==> config.mk <==
export PLATFORM = sky130hd
export DESIGN_NAME = tdd_frame_sched
export DESIGN_NICKNAME = d
export VERILOG_FILES = /design/src/rtl/tdd_frame_sched.sv
export SDC_FILE = /design/constraint.sdc
export NUM_CORES = 1
export LEC_CHECK = 0
export CORE_UTILIZATION = 50
export CTS_CLUSTER_DIAMETER = 60
export CTS_CLUSTER_SIZE = 8
export DETAILED_ROUTE_END_ITERATION = 8
export GPL_TIMING_DRIVEN = 0
export PLACE_DENSITY = 0.72
export SYNTH_ARGS = -nofsm -noshare
export SYNTH_HDL_FRONTEND = slang
export SYNTH_SLANG_ARGS = --single-unit
==> constraint.sdc <==
create_clock -name clk -period 20.6 [get_ports clk]
set_input_delay 2.06 -clock clk [delete_from_list [all_inputs] [get_ports clk]]
set_output_delay 2.06 -clock clk [all_outputs]
set_load 0.03 [all_outputs]
==> src/rtl/tdd_frame_sched.sv <==
// tdd_frame_sched: frame timing controller counting sample strobes into frames with
// one-shot length adjustment and TDD TX/RX gating windows.
module tdd_frame_sched #(
  parameter int CW = 24,
  parameter int FW = 16
) (
  input  logic          clk,
  input  logic          rst,
  input  logic          en_i,
  input  logic          tddmode_i,
  input  logic          sample_stb_i,
  input  logic [CW-1:0] frame_len_i,
  input  logic [CW-1:0] frame_adj_i,
  input  logic          adj_wr_i,
  input  logic [CW-1:0] tstart_i,
  input  logic [CW-1:0] tend_i,
  input  logic [CW-1:0] rstart_i,
  input  logic [CW-1:0] rend_i,
  output logic [CW-1:0] cnt_o,
  output logic [FW-1:0] frame_no_o,
  output logic          sof_o,
  output logic          tx_win_o,
  output logic          rx_win_o,
  output logic          adj_pending_o
);
  typedef enum logic {IDLE, RUN} state_t;
  state_t        state_q, state_d;
  logic [CW-1:0] len_q, len_d, ts_q, ts_d, te_q, te_d, rs_q, rs_d, re_q, re_d;
  logic          tdd_q, tdd_d, adj_act_q, adj_act_d, adj_pend_q, adj_pend_d;
  logic [CW-1:0] adj_sh_q, adj_sh_d, adj_val_q, adj_val_d;
  logic [CW-1:0] cnt_q, cnt_d;
  logic [FW-1:0] frame_no_q, frame_no_d;
  logic          sof_q, sof_d, tx_q, tx_d, rx_q, rx_d;
  logic [CW-1:0] len_nom, eff_len;
  logic [CW+1:0] sum;
  logic          enter, wrap, load;

  function automatic logic in_win(input logic [CW-1:0] c, s, e);
    return (s <= e) ? (c >= s && c <= e) : (c >= s || c <= e);
  endfunction

  // Two guard bits keep len + adj exact so both the <1 and >max clamps are clean.
  always_comb begin
    len_nom    = (len_q == '0) ? CW'(1) : len_q;
    sum        = {2'b00, len_nom} + (adj_act_q ? {{2{adj_sh_q[CW-1]}}, adj_sh_q} : '0);
    eff_len    = (sum[CW+1] || sum == '0) ? CW'(1) : (sum[CW] ? '1 : sum[CW-1:0]);
    enter      = (state_q == IDLE) && en_i;
    wrap       = (state_q == RUN) && en_i && sample_stb_i && (cnt_q == eff_len - CW'(1));
    load       = enter || wrap;
    state_d    = en_i ? RUN : IDLE;
    cnt_d      = (!en_i || load) ? '0 : (sample_stb_i ? cnt_q + CW'(1) : cnt_q);
    frame_no_d = wrap ? frame_no_q + FW'(1) : frame_no_q;
    sof_d      = load;
    len_d      = load ? frame_len_i : len_q;
    ts_d       = load ? tstart_i : ts_q;
    te_d       = load ? tend_i : te_q;
    rs_d       = load ? rstart_i : rs_q;
    re_d       = load ? rend_i : re_q;
    tdd_d      = load ? tddmode_i : tdd_q;
    adj_act_d  = load ? adj_pend_q : adj_act_q;
    adj_sh_d   = load ? adj_val_q : adj_sh_q;
    adj_val_d  = adj_wr_i ? frame_adj_i : adj_val_q;
    adj_pend_d = adj_wr_i || (adj_pend_q && !load);
    tx_d       = en_i && (!tdd_d || in_win(cnt_d, ts_d, te_d));
    rx_d       = en_i && (!tdd_d || in_win(cnt_d, rs_d, re_d));
  end

  always_ff @(posedge clk or posedge rst) begin
    if (rst) begin
      state_q    <= IDLE;
      len_q      <= '0;
      ts_q       <= '0;
      te_q       <= '0;
      rs_q       <= '0;
      re_q       <= '0;
      tdd_q      <= 1'b0;
      adj_act_q  <= 1'b0;
      adj_sh_q   <= '0;
      adj_val_q  <= '0;
      adj_pend_q <= 1'b0;
      cnt_q      <= '0;
      frame_no_q <= '0;
      sof_q      <= 1'b0;
      tx_q       <= 1'b0;
      rx_q       <= 1'b0;
    end else begin
      state_q    <= state_d;
      len_q      <= len_d;
      ts_q       <= ts_d;
      te_q       <= te_d;
      rs_q       <= rs_d;
      re_q       <= re_d;
      tdd_q      <= tdd_d;
      adj_act_q  <= adj_act_d;
      adj_sh_q   <= adj_sh_d;
      adj_val_q  <= adj_val_d;
      adj_pend_q <= adj_pend_d;
      cnt_q      <= cnt_d;
      frame_no_q <= frame_no_d;
      sof_q      <= sof_d;
      tx_q       <= tx_d;
      rx_q       <= rx_d;
    end
  end

  assign cnt_o         = cnt_q;
  assign frame_no_o    = frame_no_q;
  assign sof_o         = sof_q;
  assign tx_win_o      = tx_q;
  assign rx_win_o      = rx_q;
  assign adj_pending_o = adj_pend_q;
endmodule
==> results of run 1 <==
[sequential cells by signal, indices dropped and copies added (netlist names)]
register       cells
adj_sh_q          24
adj_val_q         24
cnt_o             24
len_q             24
re_q              24
rs_q              24
te_q              24
ts_q              24
frame_no_o        16
adj_act_q          1
adj_pending_o      1
rx_win_o           1
sof_o              1
state_q            1
tdd_q              1
tx_win_o           1
[power groups by stage]
stage / Clock (W) / Sequential, W / Combinational (W)
after floorplan: 0 / 0.000502 / 0.000577
after global placement: 0 / 0.000509 / 0.000769
after detailed placement: 0 / 0.000511 / 0.000783
after CTS: 0.000456 / 0.000505 / 0.000788
after global routing: 0.000473 / 0.000511 / 0.000871
final: 0.000446 / 0.000505 / 0.000795
[layout make-up]
cell class,count,area (um2)
fill,2761,12700
antenna,2,5.00
inverter,24,97.6
buffer,95,538
clock inverter,2,10.0
clock buffer,33,793
tap,442,553
sequential,215,5380
multi-input combinational,1247,10700
timing repair buffer,192,1940
[cell usage after synthesis, types with 14 or more instances]
cell      count  area, um2
and3_1       17        106
mux2_4       84       1260
a21o_1       41        308
a211oi_1     18        135
nand2b_1     15       93.8
buf_2        17       85.1
nor2b_1      20        125
ha_1        172       2150
inv_1        24       90.1
nand3_1      31        155
nor3_1       26        130
mux2_2       87        980
o21ai_0      58        290
nor2_1       84        315
o21a_1       16        120
xnor2_1      37        324
xor2_1       37        324
nand2_1      57        214
a21oi_1      71        355
nor4_1       14       87.6
mux2i_1     104       1040
clkbuf_1     42        158
and2_1       33        206
dfrtp_1     215       5380
nand4_1      51        319
buf_6        14        158
[critical path, delay by kind of cell, from the launching register on]
family          cells  cell delay [ps]
flops               1              390
compound gates     18             3780
xor+xnor            1              160
simple gates       12             2910
mux                 2              470
buf+inv             5             1280
fa+ha+maj           5             1480
[through the flow]
stage / total power (W) / hold WS (ps) / util / cell area (um2)
floorplan: 0.00108 / 471 / - / 16700
global placement: 0.00128 / 464 / 0.585 / 19100
detailed placement: 0.00129 / 483 / 0.586 / 19200
CTS: 0.00175 / 497 / 0.611 / 20000
global route: 0.00186 / 506 / 0.611 / 20000
finish: 0.00175 / 494 / 0.611 / 20000
[worst min-delay path by stage]
stage	start	to	cells after the start	slack, ps
after global routing	frame_no_o[15]	frame_no_o[15]	1	510
after global placement	frame_no_o[15]	frame_no_o[15]	1	460
final	frame_no_o[15]	frame_no_o[15]	1	490
after CTS	frame_no_o[15]	frame_no_o[15]	1	500
after floorplan	adj_sh_q[2]	adj_sh_q[2]	1	470
after detailed placement	frame_no_o[15]	frame_no_o[15]	1	480
[cell usage in the layout, fill, tap and decap left out, drive strengths merged, types with 7 or more instances in the layout]
cell and count:
dfrtp 215, clkdlybuf4s50 191, mux2 173, ha 172
mux2i 104, nor2 84, clkbuf 76, a21oi 71
o21ai 60, nand2 58, buf 53, nand4 52
a21o 41, xnor2 37, xor2 37, and2 33
nand3 32, nor3 29, inv 24, nor2b 20
a211oi 20, and3 18, nor4 18, o21a 16
nand2b 15, o211ai 13, o31ai 9, a31oi 8
a211o 7, or3 7, nor3b 7, or2 7
[layer usage]
metal / vias to the layer above / global-route usage
met5: - / 0
met4: 0 / 0.114
met3: 110 / 0.0441
met2: 441 / 0.493
met1: 6635 / 0.380
li1: 6366 / -
[kinds of logic (layout without fill, tap and decap cells)]
kind of cell | Yosys count | count (layout) | share of synthesized area
adders and majority gates | 175 | 175 | 0.132
buffers and inverters | 119 | 346 | 0.0377
muxes | 277 | 277 | 0.198
xor gates and xnor gates | 74 | 74 | 0.0389
AOI/OAI and AO/OA | 314 | 314 | 0.133
DFF | 215 | 215 | 0.323
and+or+nand+nor | 407 | 407 | 0.137
other | 0 | 2 | 0
==> metrics.txt, run 1 <==
# TYPE chip_impl_metric gauge
chip_impl_info{name="grt_setup_unrepaired",value="false"} 1
chip_impl_metric{name="via_count",unit=""} 13600
chip_impl_metric{name="die_width",unit="um"} 185
chip_impl_metric{name="grt_pass1_wl",unit="mm"} 76.6
chip_impl_metric{name="maximum_number_of_pins_on_one_net_before_global_route_repair",unit=""} 120
chip_impl_metric{name="nNetsFinal",unit=""} 2129
chip_impl_metric{name="via_per_inst",unit=""} 6.02
chip_impl_metric{name="slowest_delay",unit="ps"} 600
chip_impl_metric{name="ios",unit=""} 194
chip_impl_metric{name="post_cts_buffers",unit=""} 0
chip_impl_metric{name="floorplan.initialDensity",unit=""} 0.510
chip_impl_metric{name="finalMaxSlewViolations",unit=""} 0
chip_impl_metric{name="critical_path_required",unit="ps"} 21030
chip_impl_info{name="worst_r2r_startpoint",value="len_q[19]"} 1
chip_impl_metric{name="fmax",unit="MHz"} 93.9
chip_impl_metric{name="critical_path_data_arrival_time",unit="ps"} 11080
chip_impl_metric{name="synth_seq_area_share",unit=""} 0.323
chip_impl_metric{name="antenna_violating_nets_post_route",unit=""} 0
chip_impl_metric{name="dr.first_iter.drc_count",unit=""} 886
chip_impl_metric{name="cts.htree.levels",unit=""} 1
chip_impl_metric{name="netlist_area",unit="mm2"} 0.0167
chip_impl_metric{name="cellLeakagePower",unit="nW"} 9.27
chip_impl_info{name="top_layer_used",value="met4"} 1
chip_impl_metric{name="tritoncts.num_buffers",unit=""} 31
chip_impl_info{name="start_kind",value="flip-flop"} 1
chip_impl_metric{name="number_of_standard_cell_rows_in_the_floorplan",unit=""} 66
chip_impl_metric{name="place_congestion",unit=""} 0.942
chip_impl_metric{name="grt_antenna_before_repair",unit=""} 2
chip_impl_info{name="startpoint",value="len_q[19]"} 1
chip_impl_metric{name="normalized_max_slew_margin",unit=""} 0.334
chip_impl_metric{name="clk-insertion-delay-late",unit="ps"} 570
chip_impl_metric{name="syn-mean-instance-area",unit="um2"} 10.5
chip_impl_metric{name="comb_power_share",unit=""} 0.455
chip_impl_metric{name="tritoncts_num_sinks",unit=""} 215
chip_impl_metric{name="ctsHoldBuffers",unit=""} 0
chip_impl_metric{name="drive_above_1_share",unit=""} 0.157
chip_impl_metric{name="setup_tns",unit="ps"} 0
chip_impl_metric{name="power.share.switching",unit=""} 0.384
chip_impl_metric{name="worst_pin_slew",unit="ps"} 995
chip_impl_metric{name="placed_cells",unit=""} 2215
chip_impl_metric{name="drt_drc_violations_left",unit=""} 0
chip_impl_metric{name="hold_violations",unit=""} 0
chip_impl_info{name="timing.critical_path.to_type",value="flip-flop"} 1
chip_impl_metric{name="clkTransAtPathRegs",unit="ps"} 50
chip_impl_metric{name="synth_async_sr_flop_share",unit=""} 1.00
chip_impl_metric{name="synth_seq_cells",unit=""} 215
chip_impl_metric{name="grt.overflow.total",unit=""} 0
chip_impl_metric{name="finClkSkew",unit="ps"} 16.8
chip_impl_metric{name="firstDrtPassIters",unit=""} 5
chip_impl_info{name="outcome",value="complete, no violations"} 1
chip_impl_metric{name="synth_enable_flop_cells",unit=""} 0
chip_impl_metric{name="postLayoutSetupSlackWorst",unit="ps"} 9950
chip_impl_metric{name="finalSetupViolations",unit=""} 0
chip_impl_info{name="worstSetupPathType",value="flip-flop to flip-flop"} 1
chip_impl_metric{name="io_buffers",unit=""} 191
chip_impl_info{name="tritoncts",value="done"} 1
chip_impl_metric{name="net-switching-power",unit="W"} 0.000670
chip_impl_info{name="regToRegEndpoint",value="rx_win_o"} 1
chip_impl_metric{name="pwr_density_cell",unit="mW/mm2"} 87.5
chip_impl_metric{name="worstPathMaxFanout",unit=""} 10
chip_impl_metric{name="place_worst_setup_slack",unit="ps"} 10020
chip_impl_metric{name="r2r_cells",unit=""} 43
chip_impl_metric{name="dieHeight",unit="um"} 185
chip_impl_metric{name="grt_pass1_vias",unit=""} 13700
chip_impl_metric{name="totalWireLength",unit="mm"} 48.8
chip_impl_metric{name="design.core.area",unit="mm2"} 0.0327
chip_impl_metric{name="dp.final_hpwl",unit="mm"} 38.2
chip_impl_info{name="hold_path_class",value="flip-flop to flip-flop"} 1
chip_impl_info{name="clock_root_buffer",value="clkbuf_16"} 1
chip_impl_metric{name="post-route-min-period",unit="ps"} 10650
chip_impl_metric{name="synth_cell_type_count",unit=""} 98
chip_impl_metric{name="clock_network_power_share",unit=""} 0.255
chip_impl_metric{name="worst_case_register_to_register_setup_slack",unit="ps"} 9950
chip_impl_metric{name="grt_usage",unit=""} 0.294
chip_impl_info{name="endpoint",value="rx_win_o"} 1
chip_impl_metric{name="power_report.internal_total",unit="W"} 0.00108
chip_impl_metric{name="postCtsResizedCells",unit=""} 0
chip_impl_metric{name="syn-instance-count",unit=""} 1581
chip_impl_metric{name="area.growth.synth_to_final",unit="%"} 19.9
chip_impl_metric{name="seqPwrFrac",unit=""} 0.289
chip_impl_info{name="timing.critical_path.slowest_stage_cell",value="or4b_1"} 1
chip_impl_metric{name="cts_buffer_depth",unit=""} 3
chip_impl_metric{name="final_min_period_over_clock_period",unit=""} 0.517
chip_impl_metric{name="peakVddDrop",unit="uV"} 73.7
chip_impl_metric{name="finalNonFillerCells",unit=""} 2252
chip_impl_metric{name="yosysWarningCount",unit=""} 0
chip_impl_info{name="ys.flop_type",value="dfrtp_1"} 1
chip_impl_metric{name="max_cap_viol_count",unit=""} 0
chip_impl_metric{name="detail_routed_net_length_per_standard_cell",unit="um"} 21.7
chip_impl_metric{name="syn_nets",unit=""} 1904
chip_impl_metric{name="routed-wl-met3",unit="mm"} 2.99
chip_impl_metric{name="detail_route.wirelength.met1",unit="mm"} 20.8
chip_impl_metric{name="design.die.area",unit="mm2"} 0.0341
chip_impl_metric{name="met2RoutedLength",unit="mm"} 23.2
No activity file was read; power rests on OpenSTA's default activity.
==> run 2: changes to the inputs <==
- PLACE_DENSITY: 0.72 -> 0.75
- clock period: 20.6 -> 8.8 ns (I/O delays scaled with it)
==> metrics.txt, run 2 (synthesis gave the netlist of run 1 again) <==
# TYPE chip_impl_metric gauge
chip_impl_info{name="hold_end",value="frame_no_o[15]"} 1
chip_impl_metric{name="antenna_violating_nets_post_route",unit=""} 0
chip_impl_info{name="hp-start",value="frame_no_o[15]"} 1
chip_impl_metric{name="detail_route.wirelength.met1",unit="mm"} 21.8
chip_impl_metric{name="clk-insertion-delay-late",unit="ps"} 530
chip_impl_metric{name="detailed_place.area",unit="mm2"} 0.0192
chip_impl_metric{name="worst_hold_path.num_cells",unit=""} 1
chip_impl_metric{name="via_count",unit=""} 14200
chip_impl_info{name="top_layer_used",value="met4"} 1
chip_impl_metric{name="critical_path_data_arrival_time",unit="ps"} 9550
chip_impl_info{name="grt_setup_unrepaired",value="true"} 1
chip_impl_info{name="worstSetupPathType",value="flip-flop to flip-flop"} 1
chip_impl_metric{name="normalized_max_slew_margin",unit=""} 0.376
chip_impl_metric{name="ios",unit=""} 194
chip_impl_info{name="critPathMostFrequentCell",value="buf_4"} 1
chip_impl_metric{name="met2RoutedLength",unit="mm"} 24.8
chip_impl_metric{name="dp.final_hpwl",unit="mm"} 38.3
chip_impl_info{name="tritoncts",value="done"} 1
chip_impl_metric{name="number_of_standard_cell_rows_in_the_floorplan",unit=""} 66
chip_impl_metric{name="design.core.area",unit="mm2"} 0.0327
chip_impl_info{name="failed_checks",value="negative setup slack"} 1
chip_impl_metric{name="fmax",unit="MHz"} 109
chip_impl_info{name="clock_root_buffer",value="clkbuf_16"} 1
chip_impl_metric{name="routed-wl-met3",unit="mm"} 2.74
chip_impl_metric{name="setup_tns",unit="ps"} -714
chip_impl_metric{name="grt_pass1_vias",unit=""} 14500
chip_impl_metric{name="drive_above_1_share",unit=""} 0.224
chip_impl_metric{name="area.growth.synth_to_final",unit="%"} 27.2
chip_impl_metric{name="peakVddDrop",unit="uV"} 132
chip_impl_metric{name="grt_antenna_before_repair",unit=""} 0
chip_impl_metric{name="slowest_delay",unit="ps"} 610
chip_impl_metric{name="drt_drc_violations_left",unit=""} 0
chip_impl_metric{name="dr.first_iter.drc_count",unit=""} 984
chip_impl_info{name="start_kind",value="flip-flop"} 1
chip_impl_info{name="outcome",value="finished, violations left"} 1
chip_impl_metric{name="grt.overflow.total",unit=""} 0
chip_impl_metric{name="final_min_period_over_clock_period",unit=""} 1.04
chip_impl_metric{name="grt_usage",unit=""} 0.306
chip_impl_metric{name="max_cap_viol_count",unit=""} 0
chip_impl_metric{name="via_per_inst",unit=""} 6.14
chip_impl_metric{name="worst_case_register_to_register_setup_slack",unit="ps"} -370
chip_impl_metric{name="finalMaxSlewViolations",unit=""} 0
chip_impl_metric{name="path_buf_inv",unit=""} 10
chip_impl_info{name="final_common_cell",value="dfrtp_1"} 1
chip_impl_metric{name="io_buffers",unit=""} 191
chip_impl_metric{name="tritoncts_num_sinks",unit=""} 215
chip_impl_info{name="timing.critical_path.slowest_stage_cell",value="or4b_4"} 1
chip_impl_metric{name="die_width",unit="um"} 185
chip_impl_metric{name="postLayoutSetupSlackWorst",unit="ps"} -366
chip_impl_metric{name="clkTransAtPathRegs",unit="ps"} 50
chip_impl_metric{name="final_design_area_no_fill",unit="mm2"} 0.0212
chip_impl_metric{name="cts_buffer_depth",unit=""} 3
chip_impl_metric{name="worstPathMaxFanout",unit=""} 5
chip_impl_metric{name="tritoncts.num_buffers",unit=""} 35
chip_impl_metric{name="totalWireLength",unit="mm"} 51.1
chip_impl_metric{name="fin_util",unit=""} 0.648
chip_impl_metric{name="place_congestion",unit=""} 0.959
chip_impl_metric{name="nFillCells",unit=""} 2561
chip_impl_metric{name="grt_pass1_wl",unit="mm"} 80.2
chip_impl_metric{name="antennaDiodeCount",unit=""} 0
chip_impl_info{name="hold_path_class",value="flip-flop to flip-flop"} 1
chip_impl_metric{name="hold_violations",unit=""} 0
chip_impl_metric{name="nNetsFinal",unit=""} 2180
chip_impl_metric{name="critical_path_required",unit="ps"} 9180
chip_impl_info{name="commonest_cells_after_routing_fill_and_taps_aside",value="dfrtp_1 (213), clkdlybuf4s50_1 (191), ha_1 (169), mux2i_1 (102), mux2_2 (87)"} 1
chip_impl_metric{name="worst_pin_slew",unit="ps"} 933
chip_impl_metric{name="finClkSkew",unit="ps"} 15.3
chip_impl_info{name="regToRegEndpoint",value="rx_win_o"} 1
chip_impl_metric{name="design_power_total",unit="W"} 0.00463
chip_impl_metric{name="post-route-min-period",unit="ps"} 9170
chip_impl_metric{name="pwr_density_cell",unit="mW/mm2"} 218
chip_impl_metric{name="timing.hold.ws",unit="ps"} 470
chip_impl_metric{name="cts.htree.levels",unit=""} 2
chip_impl_metric{name="firstDrtPassIters",unit=""} 5
chip_impl_info{name="cpLargestDelayFamily",value="simple AND/OR/NAND/NOR gates"} 1
chip_impl_metric{name="detail_routed_net_length_per_standard_cell",unit="um"} 22.1
chip_impl_metric{name="dieHeight",unit="um"} 185
chip_impl_metric{name="maximum_number_of_pins_on_one_net_before_global_route_repair",unit=""} 111
chip_impl_metric{name="design.die.area",unit="mm2"} 0.0341
chip_impl_info{name="worst_r2r_startpoint",value="len_q[23]"} 1
chip_impl_metric{name="cellLeakagePower",unit="nW"} 9.78
chip_impl_metric{name="floorplan.initialDensity",unit=""} 0.510
chip_impl_info{name="timing.critical_path.to_type",value="flip-flop"} 1
chip_impl_metric{name="finalSetupViolations",unit=""} 2
chip_impl_metric{name="r2r_cells",unit=""} 46
## run 2: changes by cell type in the layout (fill, tap and decap cells not counted), moves of 11 or more
cell | before | now
buf_4 | 12 | 56
o21ai_1 | 1 | 12
a21oi_1 | 71 | 60
o21ai_0 | 58 | 45
a21oi_2 | 0 | 11
## run 2: per-layer routing
metal  GRT usage  vias up
li1            -     6483
met1       0.389     7093
met2       0.524      479
met3      0.0464      112
met4       0.113        0
met5           0        -
## run 2: power by group
part | internal [W] | switching, W
Clock | 0.000831 | 0.000473
Combinational | 0.000943 | 0.00119
Sequential | 0.00111 | 0.0000769
Total | 0.00288 | 0.00174
## run 2: area by class of cell
| cell class | instances | area, um2 | area share |
|---|---|---|---|
| Buffer | 93 | 602 | 0.0284 |
| Clock buffer | 42 | 975 | 0.0460 |
| Clock inverter | 5 | 93.8 | 0.00443 |
| Inverter | 24 | 97.6 | 0.00460 |
| Multi-Input combinational cell | 1247 | 11200 | 0.526 |
| Sequential cell | 215 | 5380 | 0.254 |
| Tap cell | 442 | 553 | 0.0261 |
| Timing Repair Buffer | 241 | 2340 | 0.110 |
## run 2: worst max-delay path by stage
stage / endpoint / start / cells past startpoint
floorplan: rx_win_o / len_q[7] / 42
global placement: rx_win_o / len_q[19] / 43
detailed placement: rx_win_o / len_q[20] / 43
CTS: rx_win_o / len_q[16] / 42
global route: rx_win_o / len_q[23] / 44
finish: rx_win_o / len_q[23] / 46
## run 2: repair_timing
action                                  4_1_cts  5_1_grt
pin swaps                                    46       30
hold buffers                                  0        0
endpoints found under the setup margin        2        2
buffers inserted                             40        9
resized for setup                            94       39
## run 2: worst reg2reg max path, delay by kind of cell (launching register included)
kind,cells,cell delay [ps]
adders and majority gates,5,1220
and+or+nand+nor,13,2980
xor gates and xnor gates,1,130
AOI/OAI and AO/OA,16,2730
DFF,1,440
muxes,1,320
buffers and inverters,10,1200
## run 2: through the flow
step,setup slack [ps],instances
2_1_floorplan,258,1581
3_3_place_gp,-1760,2214
3_5_place_dp,-1960,2215
4_1_cts,-293,2301
5_1_grt,-753,2309
6_report,-366,2309
==> run 3: changes to the inputs <==
- PLACE_DENSITY: 0.75 -> 0.85
==> metrics.txt, run 3 (synthesis gave the netlist of run 1 again) <==
# TYPE chip_impl_metric gauge
chip_impl_info{name="outcome",value="finished, violations left"} 1
chip_impl_info{name="failed_checks",value="negative setup slack"} 1
chip_impl_metric{name="maximum_number_of_pins_on_one_net_before_global_route_repair",unit=""} 133
chip_impl_info{name="grt_setup_unrepaired",value="true"} 1
chip_impl_metric{name="via_per_inst",unit=""} 6.28
chip_impl_metric{name="die_width",unit="um"} 185
chip_impl_metric{name="dp.final_hpwl",unit="mm"} 39.4
chip_impl_metric{name="worstPathMaxFanout",unit=""} 7
chip_impl_metric{name="critical_path_required",unit="ps"} 9190
chip_impl_metric{name="cts_buffer_depth",unit=""} 3
chip_impl_metric{name="finalMaxSlewViolations",unit=""} 0
chip_impl_info{name="startpoint",value="len_q[19]"} 1
chip_impl_metric{name="normalized_max_slew_margin",unit=""} 0.345
chip_impl_metric{name="antenna_violating_nets_post_route",unit=""} 0
chip_impl_info{name="clock_root_buffer",value="clkbuf_16"} 1
chip_impl_info{name="timing.critical_path.slowest_stage_cell",value="dfrtp_1"} 1
chip_impl_metric{name="finalSetupViolations",unit=""} 2
chip_impl_metric{name="fin_util",unit=""} 0.649
chip_impl_metric{name="cts.htree.levels",unit=""} 2
chip_impl_metric{name="io_buffers",unit=""} 191
chip_impl_info{name="worst_r2r_startpoint",value="len_q[19]"} 1
chip_impl_metric{name="peakVddDrop",unit="uV"} 140
chip_impl_metric{name="tritoncts.num_buffers",unit=""} 34
chip_impl_metric{name="final_design_area_no_fill",unit="mm2"} 0.0212
chip_impl_metric{name="fmax",unit="MHz"} 108
chip_impl_metric{name="design.core.area",unit="mm2"} 0.0327
chip_impl_metric{name="ios",unit=""} 194
chip_impl_metric{name="detailed_place.area",unit="mm2"} 0.0192
chip_impl_metric{name="grt.overflow.total",unit=""} 0
chip_impl_metric{name="postLayoutSetupSlackWorst",unit="ps"} -430
chip_impl_metric{name="post-route-min-period",unit="ps"} 9230
chip_impl_metric{name="setup_tns",unit="ps"} -652
chip_impl_metric{name="worst_pin_slew",unit="ps"} 983
chip_impl_metric{name="dr.first_iter.drc_count",unit=""} 1204
chip_impl_metric{name="clkTransAtPathRegs",unit="ps"} 50
chip_impl_metric{name="design_power_total",unit="W"} 0.00460
chip_impl_metric{name="cellLeakagePower",unit="nW"} 9.79
chip_impl_info{name="hold_path_class",value="flip-flop to flip-flop"} 1
chip_impl_metric{name="place_congestion",unit=""} 0.961
chip_impl_metric{name="ctsHoldBuffers",unit=""} 0
chip_impl_info{name="timing.critical_path.to_type",value="flip-flop"} 1
chip_impl_metric{name="via_count",unit=""} 14500
chip_impl_metric{name="finalNonFillerCells",unit=""} 2316
chip_impl_metric{name="firstDrtPassIters",unit=""} 6
chip_impl_info{name="final_common_cell",value="dfrtp_1"} 1
chip_impl_metric{name="floorplan.initialDensity",unit=""} 0.510
chip_impl_info{name="critPathMostFrequentCell",value="buf_12"} 1
chip_impl_metric{name="hold_violations",unit=""} 0
chip_impl_metric{name="critical_path_data_arrival_time",unit="ps"} 9620
chip_impl_metric{name="grt_pass1_vias",unit=""} 15000
chip_impl_metric{name="final_min_period_over_clock_period",unit=""} 1.05
chip_impl_metric{name="tritoncts_num_sinks",unit=""} 215
chip_impl_metric{name="grt_pass1_wl",unit="mm"} 81.7
chip_impl_info{name="hp-start",value="frame_no_o[15]"} 1
chip_impl_metric{name="clk-insertion-delay-late",unit="ps"} 530
chip_impl_metric{name="slowest_delay",unit="ps"} 420
chip_impl_metric{name="drive_above_1_share",unit=""} 0.224
chip_impl_metric{name="grt_usage",unit=""} 0.313
chip_impl_info{name="worstSetupPathType",value="flip-flop to flip-flop"} 1
chip_impl_metric{name="finClkSkew",unit="ps"} 24.0
chip_impl_metric{name="design.die.area",unit="mm2"} 0.0341
chip_impl_metric{name="totalWireLength",unit="mm"} 53.0
chip_impl_metric{name="pwr_density_cell",unit="mW/mm2"} 217
chip_impl_metric{name="detail_routed_net_length_per_standard_cell",unit="um"} 22.9
chip_impl_metric{name="max_cap_viol_count",unit=""} 0
chip_impl_info{name="start_kind",value="flip-flop"} 1
chip_impl_metric{name="nNetsFinal",unit=""} 2188
chip_impl_metric{name="placed_cells",unit=""} 2216
chip_impl_info{name="tritoncts",value="done"} 1
chip_impl_metric{name="grt_antenna_before_repair",unit=""} 2
chip_impl_metric{name="drt_drc_violations_left",unit=""} 0
chip_impl_metric{name="number_of_standard_cell_rows_in_the_floorplan",unit=""} 66
chip_impl_info{name="commonest_cells_after_routing_fill_and_taps_aside",value="dfrtp_1 (214), clkdlybuf4s50_1 (191), ha_1 (167), mux2i_1 (102), mux2_2 (87)"} 1
chip_impl_metric{name="area.growth.synth_to_final",unit="%"} 27.3
chip_impl_metric{name="dieHeight",unit="um"} 185
[run 3: repair_timing]
action | CTS | global route
buffers inserted | 46 | 10
setup endpoints to repair | 2 | 2
pin swaps | 58 | 30
gates resized for setup | 105 | 24
[run 3: final timing paths]
path	endpoint	slack (ps)	cells past startpoint
max in group asynchronous	rs_q[12]	6980	4
worst min-delay path	frame_no_o[15]	480	1
min in group asynchronous	adj_val_q[7]	900	3
worst max register to register	tx_win_o	-430	46
worst max-delay path	tx_win_o	-430	46
worst min register to register	frame_no_o[15]	480	1
[run 3: routing by layer]
metal / wire length [um] / GRT usage / share of wire
met1: 21400 / 0.384 / 0.40
met2: 24700 / 0.516 / 0.47
met3: 3820 / 0.0563 / 0.072
met4: 3090 / 0.177 / 0.058
met5: 0 / 0 / 0
[run 3: report_power, final]
group / internal [W] / switching, W
logic: 0.000972 / 0.00123
registers: 0.00111 / 0.0000807
clock network: 0.000735 / 0.000474
[run 3: final cells by class]
class,instances,area [um2]
diodes,2,5.00
plain buffers,94,626
clock buffers,37,872
clock inverters,6,103
fillers,2445,11500
inverters,24,97.6
multi-input cells,1247,11200
flip-flops and latches,215,5380
well taps,442,553
repair buffers,249,2410
[run 3: metrics by stage]
step                hold WS, ps  worst slack [ps]
finish                      477              -430
global route                496              -857
CTS                         483             -35.9
detailed placement          473             -2020
global placement            459             -1880
floorplan                   471               258
[run 3: critical path: cells and delay by family (launching register included)]
family / cells / cell delay, ps
simple gates: 17 / 3050
compound gates: 16 / 2950
fa+ha+maj: 5 / 1230
buf+inv: 6 / 890
flops: 1 / 420
mux: 1 / 310
xor+xnor: 1 / 200
